[src/rtl/led_frame_arbiter_if.sv]
// Pixel-source bus between the frame arbiter and its two pattern generators.
interface led_frame_arbiter_if;
   logic [1:0]  req;
   logic [31:0] pix_data0;
   logic [31:0] pix_data1;
   logic [1:0]  gnt;
   logic        pix_rdy;
   logic [5:0]  pix_idx;

   // Arbiter side.
   modport master (
      input  req, pix_data0, pix_data1,
      output gnt, pix_rdy, pix_idx
   );

   // Pixel-source side.
   modport slave (
      output req, pix_data0, pix_data1,
      input  gnt, pix_rdy, pix_idx
   );
endinterface

[src/rtl/led_frame_arbiter.sv]
// Round-robin frame arbiter and serialiser for a snake-wired 8x8 LED strip:
// zero start frame, 64 MSB-first colour words, zero end frame, 2 cycles/bit.
module led_frame_arbiter #(
   parameter int unsigned START_BITS = 32,
   parameter int unsigned END_BITS   = 64
) (
   input  logic clk,
   input  logic reset,
   led_frame_arbiter_if.master bus,
   output logic led_clk,
   output logic led_data,
   output logic busy,
   output logic frame_done
);

   localparam int unsigned ZMAX = (START_BITS > END_BITS) ? START_BITS : END_BITS;
   localparam int unsigned ZW   = (ZMAX > 1) ? $clog2(ZMAX) : 1;

   typedef enum logic [1:0] {IDLE, START, PIXELS, END} state_t;

   state_t         state, state_next;
   logic           phase;        // 0 = cycle A (clock low), 1 = cycle B (clock high)
   logic [ZW-1:0]  zero_cnt;
   logic [4:0]     bit_cnt;
   logic [5:0]     pix_cnt;
   logic [31:0]    shreg;
   logic [1:0]     gnt;
   logic           pix_rdy;
   logic [5:0]     pix_idx;
   logic           last_served;

   logic           grant;
   logic           start_last;
   logic           end_last;
   logic           pix_last;
   logic [1:0]     winner;
   logic [31:0]    sel_data;

   assign bus.gnt     = gnt;
   assign bus.pix_rdy = pix_rdy;
   assign bus.pix_idx = pix_idx;

   // Physical LED position to logical {row, col}; even rows run right-to-left.
   function automatic logic [5:0] snake_idx(input logic [5:0] p);
      return {p[5:3], p[3] ? p[2:0] : ~p[2:0]};
   endfunction

   // Arbitration and terminal-count decode.
   always_comb begin
      grant      = (state == IDLE) && (bus.req != 2'b00) && !frame_done;
      start_last = (zero_cnt == ZW'(START_BITS - 1));
      end_last   = (zero_cnt == ZW'(END_BITS - 1));
      pix_last   = (bit_cnt == 5'd0) && (pix_cnt == 6'd63);
      if (bus.req == 2'b11)
         winner = last_served ? 2'b01 : 2'b10;
      else
         winner = bus.req[0] ? 2'b01 : 2'b10;
      sel_data = gnt[1] ? bus.pix_data1 : bus.pix_data0;
   end

   // State register.
   always_ff @(posedge clk or negedge reset) begin
      if (!reset) state <= IDLE;
      else        state <= state_next;
   end

   // Next-state logic; frame phases advance only at the end of a B cycle.
   always_comb begin
      state_next = state;
      unique case (state)
         IDLE:    if (grant)                state_next = START;
         START:   if (phase && start_last)  state_next = PIXELS;
         PIXELS:  if (phase && pix_last)    state_next = END;
         END:     if (phase && end_last)    state_next = IDLE;
         default:                           state_next = IDLE;
      endcase
   end

   // Direct state decode outputs.
   always_comb begin
      busy    = (state != IDLE);
      led_clk = phase;
   end

   // Bit sequencing, pixel fetch and grant bookkeeping. The fetch for the
   // next word is raised on cycle A of the current word's last bit so the
   // source has a full bit period before the word is loaded.
   always_ff @(posedge clk or negedge reset) begin
      if (!reset) begin
         phase       <= 1'b0;
         zero_cnt    <= '0;
         bit_cnt     <= '0;
         pix_cnt     <= '0;
         shreg       <= '0;
         gnt         <= '0;
         pix_rdy     <= 1'b0;
         pix_idx     <= '0;
         led_data    <= 1'b0;
         frame_done  <= 1'b0;
         last_served <= 1'b1;
      end else begin
         pix_rdy    <= 1'b0;
         frame_done <= 1'b0;
         if (state == IDLE) begin
            phase <= 1'b0;
            if (grant) begin
               gnt      <= winner;
               zero_cnt <= '0;
               led_data <= 1'b0;
               if (START_BITS == 1) begin
                  pix_rdy <= 1'b1;
                  pix_idx <= snake_idx(6'd0);
               end
            end
         end else if (!phase) begin
            phase <= 1'b1;
         end else begin
            phase <= 1'b0;
            unique case (state)
               START: begin
                  if (start_last) begin
                     shreg    <= sel_data;
                     led_data <= sel_data[31];
                     bit_cnt  <= 5'd31;
                     pix_cnt  <= '0;
                  end else begin
                     zero_cnt <= zero_cnt + ZW'(1);
                     led_data <= 1'b0;
                     if (zero_cnt == ZW'(START_BITS - 2)) begin
                        pix_rdy <= 1'b1;
                        pix_idx <= snake_idx(6'd0);
                     end
                  end
               end
               PIXELS: begin
                  if (bit_cnt == 5'd0) begin
                     if (pix_cnt == 6'd63) begin
                        zero_cnt <= '0;
                        led_data <= 1'b0;
                     end else begin
                        pix_cnt  <= pix_cnt + 6'd1;
                        shreg    <= sel_data;
                        led_data <= sel_data[31];
                        bit_cnt  <= 5'd31;
                     end
                  end else begin
                     bit_cnt  <= bit_cnt - 5'd1;
                     led_data <= shreg[bit_cnt - 5'd1];
                     if (bit_cnt == 5'd1 && pix_cnt != 6'd63) begin
                        pix_rdy <= 1'b1;
                        pix_idx <= snake_idx(pix_cnt + 6'd1);
                     end
                  end
               end
               END: begin
                  led_data <= 1'b0;
                  if (end_last) begin
                     frame_done  <= 1'b1;
                     gnt         <= '0;
                     last_served <= gnt[1];
                  end else begin
                     zero_cnt <= zero_cnt + ZW'(1);
                  end
               end
               default: ;
            endcase
         end
      end
   end

endmodule

[src/flat_wrapper.sv]
// flat-port wrapper written by rule: the top's interface ports become plain ports
module led_frame_arbiter_flat 
#(
   parameter int unsigned START_BITS = 32,
   parameter int unsigned END_BITS   = 64
)
  (clk, reset, led_clk, led_data, busy, frame_done, bus_req, bus_pix_data0, bus_pix_data1, bus_gnt, bus_pix_rdy, bus_pix_idx);
  led_frame_arbiter_if bus_i ();
  input  logic clk;
  input  logic reset;
  output logic led_clk;
  output logic led_data;
  output logic busy;
  output logic frame_done;
  input wire logic [$bits(bus_i.req)-1:0] bus_req;
  input wire logic [$bits(bus_i.pix_data0)-1:0] bus_pix_data0;
  input wire logic [$bits(bus_i.pix_data1)-1:0] bus_pix_data1;
  output wire logic [$bits(bus_i.gnt)-1:0] bus_gnt;
  output wire logic [$bits(bus_i.pix_rdy)-1:0] bus_pix_rdy;
  output wire logic [$bits(bus_i.pix_idx)-1:0] bus_pix_idx;
  assign bus_i.req = bus_req;
  assign bus_i.pix_data0 = bus_pix_data0;
  assign bus_i.pix_data1 = bus_pix_data1;
  assign bus_gnt = bus_i.gnt;
  assign bus_pix_rdy = bus_i.pix_rdy;
  assign bus_pix_idx = bus_i.pix_idx;
  led_frame_arbiter #(.START_BITS(START_BITS), .END_BITS(END_BITS)) u_core (.clk(clk), .reset(reset), .bus(bus_i), .led_clk(led_clk), .led_data(led_data), .busy(busy), .frame_done(frame_done));
endmodule
[config.mk]
export PLATFORM = sky130hd
export DESIGN_NAME = led_frame_arbiter_flat
export DESIGN_NICKNAME = d
export VERILOG_FILES = /design/src/rtl/led_frame_arbiter_if.sv /design/src/rtl/led_frame_arbiter.sv /design/src/flat_wrapper.sv
export SDC_FILE = /design/constraint.sdc
export NUM_CORES = 1
export LEC_CHECK = 0
export CAP_MARGIN = 20
export CORE_MARGIN = 4
export CORE_UTILIZATION = 51
export CTS_BUF_LIST = sky130_fd_sc_hd__clkbuf_4 sky130_fd_sc_hd__clkbuf_8 sky130_fd_sc_hd__clkbuf_16
export DETAILED_ROUTE_END_ITERATION = 10
export GPL_TIMING_DRIVEN = 0
export PLACE_DENSITY_LB_ADDON = 0.15
export RECOVER_POWER = 25
export SLEW_MARGIN = 20
export SYNTH_ARGS = -nofsm -noshare
export SYNTH_HDL_FRONTEND = slang
export SYNTH_SLANG_ARGS = --single-unit
export TNS_END_PERCENT = 10
[constraint.sdc]
create_clock -name clk -period 3 [get_ports clk]
set_input_delay 0.6 -clock clk [delete_from_list [all_inputs] [get_ports clk]]
set_output_delay 0.6 -clock clk [all_outputs]
set_load 0.02 [all_outputs]
# Word level (Yosys, flattened, before mapping)
# Cells that the tools add are included.
# totals
register_bits	64
inputBits	68
# classes
n_addsub	3
n_lt_le_gt_ge	1
eq_ne	26
n_mux	62
bitwise_logic	2
n_reduce_logical	25
# ops
operator	n
32-bit 2-to-1 mux	4
6-bit 2-to-1 mux	14
32-bit one-hot mux with 2 select lines	1
2-bit 2-to-1 mux	12
6-bit one-hot mux with 2 select lines	2
1-bit 2-to-1 mux	19
6-bit one-hot mux with 3 select lines	1
2-bit by 1-bit inequality test with 1-bit output, second input constant	8
5-bit 2-to-1 mux	3
7-bit AND reduction	2
6-bit by 1-bit adder with 6-bit output, second input constant	2
6-bit by 5-bit == test with 1-bit output, second input constant	2
6-bit == test, second input constant	2
4-bit AND reduction	3
2-bit nonzero test	6
5-bit one-hot mux with 2 select lines	1
3-bit inequality test, second input constant	3
2-bit one-hot mux with 4 select lines	1
1-bit logical AND	7
2-bit == test, second input constant	3
5-bit by 6-bit less-than comparator with 1-bit output, second input constant	1
2-bit inequality test, second input constant	3
3-bit by 1-bit inequality test with 1-bit output, second input constant	2
6-bit inequality test, second input constant	1
16 further kinds	16

# Depth between registers and ports, before layout
# depth
depth_word	7
ltp_mapped	10
mapped_depth_nobuf	7

# Worst setup path after synthesis
# Ideal clock, no wire load.
# synth_path
kind	reg2reg
start	register u_core.bit_cnt[0]
end	register u_core.led_data
arrival_ps	2341
required_time_ps	2870
slack_ps	529
stages_incl_launch_ff	9
period_less_slack_ps	2471
path_cell_list	dfrtp_1 buf_2 inv_1 ha_1 clkbuf_1 mux4_2 mux4_1 nor3_1 o41ai_1
# synth_between
elab_chain_len	7
# synth_rtl
element	line_no	rtl
from (decl)	led_frame_arbiter.sv:24	logic [4:0] bit_cnt;
from (signal assigned)	led_frame_arbiter.sv:147	bit_cnt <= bit_cnt - 5'd1;
5-bit by 1-bit subtractor with 5-bit output	led_frame_arbiter.sv:148	led_data <= shreg[bit_cnt - 5'd1];
1-bit binary-select mux with 5-bit select	led_frame_arbiter.sv:148	
1-bit 2-to-1 mux (implied by the code)	led_frame_arbiter.sv:148	
1-bit 2-to-1 mux *	led_frame_arbiter.sv:136	if (bit_cnt == 5'd0) begin
1-bit one-hot mux with 3 select lines *	led_frame_arbiter.sv:119	unique case (state)
1-bit 2-to-1 mux *	led_frame_arbiter.sv:115	end else if (!phase) begin
1-bit 2-to-1 mux *	led_frame_arbiter.sv:104	if (state == IDLE) begin
to (signal assigned)	led_frame_arbiter.sv:123	led_data <= sel_data[31];
to (signal assigned)	led_frame_arbiter.sv:143	led_data <= sel_data[31];
to (signal assigned)	led_frame_arbiter.sv:148	
to (decl)	led_frame_arbiter.sv:11	output logic led_data,
# Every way passes the cells marked *; elsewhere a longest branch is shown, timed or not. The select of a mux whose other input is x is not followed.
# A chain may end at the register's enable or synchronous reset.

# Worst setup path after layout
# layout_path
start	register u_core.bit_cnt[0]
end	register u_core.shreg[18]
# layout_between
elab_chain_len	3
# layout_rtl
element	line_no	rtl
5-bit zero test	led_frame_arbiter.sv:136	
2-bit by 1-bit inequality test with 1-bit output (no source line)	-	
6-bit AND reduction (no source line)	-	
to (signal assigned)	led_frame_arbiter.sv:122	shreg <= sel_data;
to (signal assigned)	led_frame_arbiter.sv:142	shreg <= sel_data;
to (decl)	led_frame_arbiter.sv:26	logic [31:0] shreg;
# No other way between the ends.

==> results.json <==
{
  "synth_simple_gate_area_share_pct": 15.30,
  "cts-root-buf": "clkbuf_8",
  "peakVddDrop_uv": 184.3,
  "yosys.area_share.xor_xnor_pct": 1.425,
  "maxCapViolCount": 0,
  "cts_made_buffers": 9,
  "r2r_cells": 10,
  "cts_tree": "yes",
  "grtUsageTotal_pct": 21.64,
  "global_route.overflow_total": 0,
  "reg_to_reg_start": "u_core.bit_cnt[0]$_DFFE_PN0P_",
  "synth.ff_latch_count": 64,
  "final.period_utilization_pct": 93.99,
  "routed_wire_length_per_instance_microns": 15.98,
  "wirelength_microns": 8964,
  "main_combinational_cell_family_by_area_after_synthesis": "multiplexers",
  "critical_path_maximum_fanout": 10,
  "cts.clk_slew.worst_paths_ns": 0.07,
  "number_of_nets_in_the_synthesized_netlist": 448,
  "post_synth_main_area_contributors": "dfrtp_1 43%, mux2i_1 9.5%, o21ai_0 6.4%",
  "cts.sinks": 64,
  "rrSetupSlack_ns": 0.18,
  "crit_path_cell_trace": "buf_2 -> inv_1 -> ha_2 -> or4b_4 -> nand2_1 -> nand4_1 -> clkbuf_1 -> clkbuf_1 -> nand2_1 -> o21ai_0",
  "timing.critical_path.required_ns": 3.21,
  "max_slew_margin_pct": 25.73,
  "synth.most_common_cell": "dfrtp_1",
  "areaGrowthSynthToFinish_pct": 31.05,
  "synth_seq_area_share_pct": 43.47,
  "synth.top_cell.area_share_pct": 42.76,
  "finish.net_count": 539,
  "vias": 3149,
  "core_region_area_sq_um": 6907,
  "critical_path.max_stage_delay_ns": 0.51,
  "ant_nets": 0,
  "power_leakage_nw": 2.030,
  "post-layout-total-power_mw": 1.838,
  "hp-class": "in -> async",
  "rows": 30,
  "drt-pass1-iter-count": 4,
  "grt_start_max_net_pins": 45,
  "syn_avg_cell_area_sq_um": 9.993,
  "place_inst": 546,
  "starting_density_pct": 53.39,
  "synthAdderAreaFrac_pct": 3.733,
  "synth_compound_gate_area_share_pct": 15.00,
  "floorplan.die_area_sq_um": 8655,
  "maxClockFrequency_ghz": 0.3546,
  "post_synth_instance_area_sq_um": 3687,
  "worst_max_slew_pin_slew_ns": 1.114,
  "setup_viol": 0,
  "fp.dieW_microns": 93.03,
  "crit-reg2reg-capture": "u_core.shreg[18]$_DFFE_PN0P_",
  "rsz0062_at_grt": "true",
  "synth.yosys.warnings": 0,
  "startpoint_to_endpoint_class_of_the_critical_path": "reg -> reg",
  "detail_route.drc_violations": 0,
  "synth-main-ff-cell": "dfrtp_1",
  "synth_edf_count": 0,
  "route.detailed.vias_per_inst": 5.613,
  "synth.top_cells.by_count": "63 x dfrtp_1, 57 x nand2_1, 47 x o21ai_0",
  "run_status": "finished clean",
  "synth.mux.area_fraction_pct": 17.24,
  "final_util_pct": 69.96,
  "cts_setup_buffers": 0,
  "top_level_ports": 81,
  "final_hold_viol_count": 0,
  "library_cell_with_the_largest_summed_area_after_synthesis": "dfrtp_1",
  "place_congestion": 0.8369,
  "pwr_density_cell_nw_per_um2": 380.3,
  "worst_setup_path_end_kind": "flip-flop",
  "num_antenna_cells": 0,
  "worstPathArrival_ns": 3.03,
  "crit_path_start_kind": "flip-flop",
  "grt_pass1_vias": 3078,
  "worstSkewPairLatency_ns": 0.35,
  "critical_path.slowest_cell": "or4b_4",
  "crit_path_start": "u_core.bit_cnt[0]$_DFFE_PN0P_",
  "hold_buffers": 0,
  "detailedPlacementHpwl_microns": 6777,
  "grt_first_pass_wirelength_microns": 14590,
  "die-height_microns": 93.03,
  "finalClockSkew_ns": 0.008095,
  "htree_num_levels": 3,
  "final-max-slew-violation-count": 0,
  "place.port_buffers": 80,
  "violation_count_after_the_first_detailed_routing_iteration": 136,
  "fillerInstances": 559,
  "drive_gt1_share_pct": 10.11,
  "clock_path_buffers": 2,
  "antenna_violations_before_repair": 0,
  "synth-async-reset-ratio_pct": 100.0,
  "fin_crit_ns": 2.820,
  "synth.distinct_cells": 57,
  "post_synth_inst_count": 369,
  "final-instance-count-excl-fill": 561
}
==> critical path, delay by kind of cell (launching register included) <==
kind / cells / cell delay, ns
compound gates: 1 / 0.10
fa+ha+maj: 1 / 0.19
buf+inv: 4 / 0.98
flops: 1 / 0.46
simple gates: 4 / 0.93
==> where the power goes <==
group          leakage [nW]  switching (mW)  internal [mW]  total, mW
sequential            0.707        0.000295          0.863      0.864
clock                 0.118           0.335          0.518      0.853
combinational          1.21          0.0364         0.0849      0.121
total                  2.03           0.372           1.47       1.84
==> logic make-up (layout without fill, tap and decap cells) <==
| logic type | count (synthesis) | in the layout |
|---|---|---|
| adders and majority gates | 11 | 11 |
| and+or+nand+nor | 118 | 118 |
| AOI/OAI and AO/OA | 84 | 84 |
| buffers and inverters | 35 | 131 |
| xor gates and xnor gates | 6 | 6 |
| muxes | 51 | 51 |
| DFF | 64 | 64 |
==> per-layer routing <==
| metal | track usage, % | up-vias | part of all wire (%) | routed length, microns |
|---|---|---|---|---|
| met1 | 28.45 | 1518 | 44 | 3918 |
| met5 | 0 | - | 0 | 0 |
| li1 | - | 1504 | - | - |
| met3 | 4.666 | 19 | 6.5 | 580 |
| met4 | 11.11 | 0 | 2.6 | 231 |
| met2 | 33.71 | 108 | 47 | 4233 |
==> worst max-delay path by stage <==
stage,cells past startpoint,slack [ns],end
6_report,10,0.18,u_core.shreg[18]$_DFFE_PN0P_
4_1_cts,7,0.07,u_core.led_data$_DFFE_PN0P_
2_1_floorplan,8,0.53,u_core.led_data$_DFFE_PN0P_
3_3_place_gp,1,-0.78,u_core.shreg[13]$_DFFE_PN0P_
5_1_grt,10,-0.002,u_core.shreg[5]$_DFFE_PN0P_
3_5_place_dp,8,-0.13,u_core.led_data$_DFFE_PN0P_
==> stage by stage <==
step | hold slack [ns] | worst slack [ns] | TNS (ns) | cell area, sq um
finish | 0.4385 | 0.1803 | 0 | 4832
CTS | 0.1282 | 0.07074 | 0 | 4855
global placement | 0.4569 | -0.7759 | -48.59 | 4608
global route | 0.5033 | -0.001912 | -0.001912 | 4832
floorplan | 0.3044 | 0.5295 | 0 | 3687
detailed placement | 0.4683 | -0.1276 | -0.1276 | 4633
==> cell usage in the layout (no fill, tap or decap), types with 3 or more instances in the layout <==
cell type	n
and2_1	3
mux2_2	7
mux2i_1	35
clkbuf_1	18
clkbuf_4	3
o21a_1	3
nand3_1	11
a21oi_1	7
nand2_1	57
nand2b_1	6
inv_1	12
clkdlybuf4s50_1	79
xnor2_1	4
ha_1	10
clkbuf_8	10
nor2b_1	4
o21ai_0	47
nor2_1	12
nor3_1	7
mux4_2	8
dfrtp_1	63
nand4_1	4
==> state kept, by name, indices dropped and copies added (netlist names) <==
signal              cells
u_core.led_data         1
u_core.bus.gnt          2
u_core.last_served      1
u_core.frame_done       1
u_core.pix_cnt          6
u_core.state            2
u_core.bus.pix_idx      6
u_core.shreg           32
u_core.bus.pix_rdy      1
u_core.zero_cnt         6
u_core.bit_cnt          5
u_core.led_clk          1
==> area by class of cell <==
class	instances	area (sq um)	share of cell area (%)
Buffer	22	93.84	1.942
Clock buffer	13	160.2	3.314
Clock inverter	3	65.06	1.346
Inverter	12	45.04	0.9322
Multi-Input combinational cell	270	1946	40.26
Sequential cell	64	1603	33.17
Tap cell	96	120.1	2.486
Timing Repair Buffer	81	799.5	16.55
==> timing repair <==
action                                 CTS  global route
setup endpoints to repair                1            18
cloned                                   0             0
endpoints found under the hold margin    0             0
gates resized for setup                  0             3
Power figures use the tool's default switching activity.
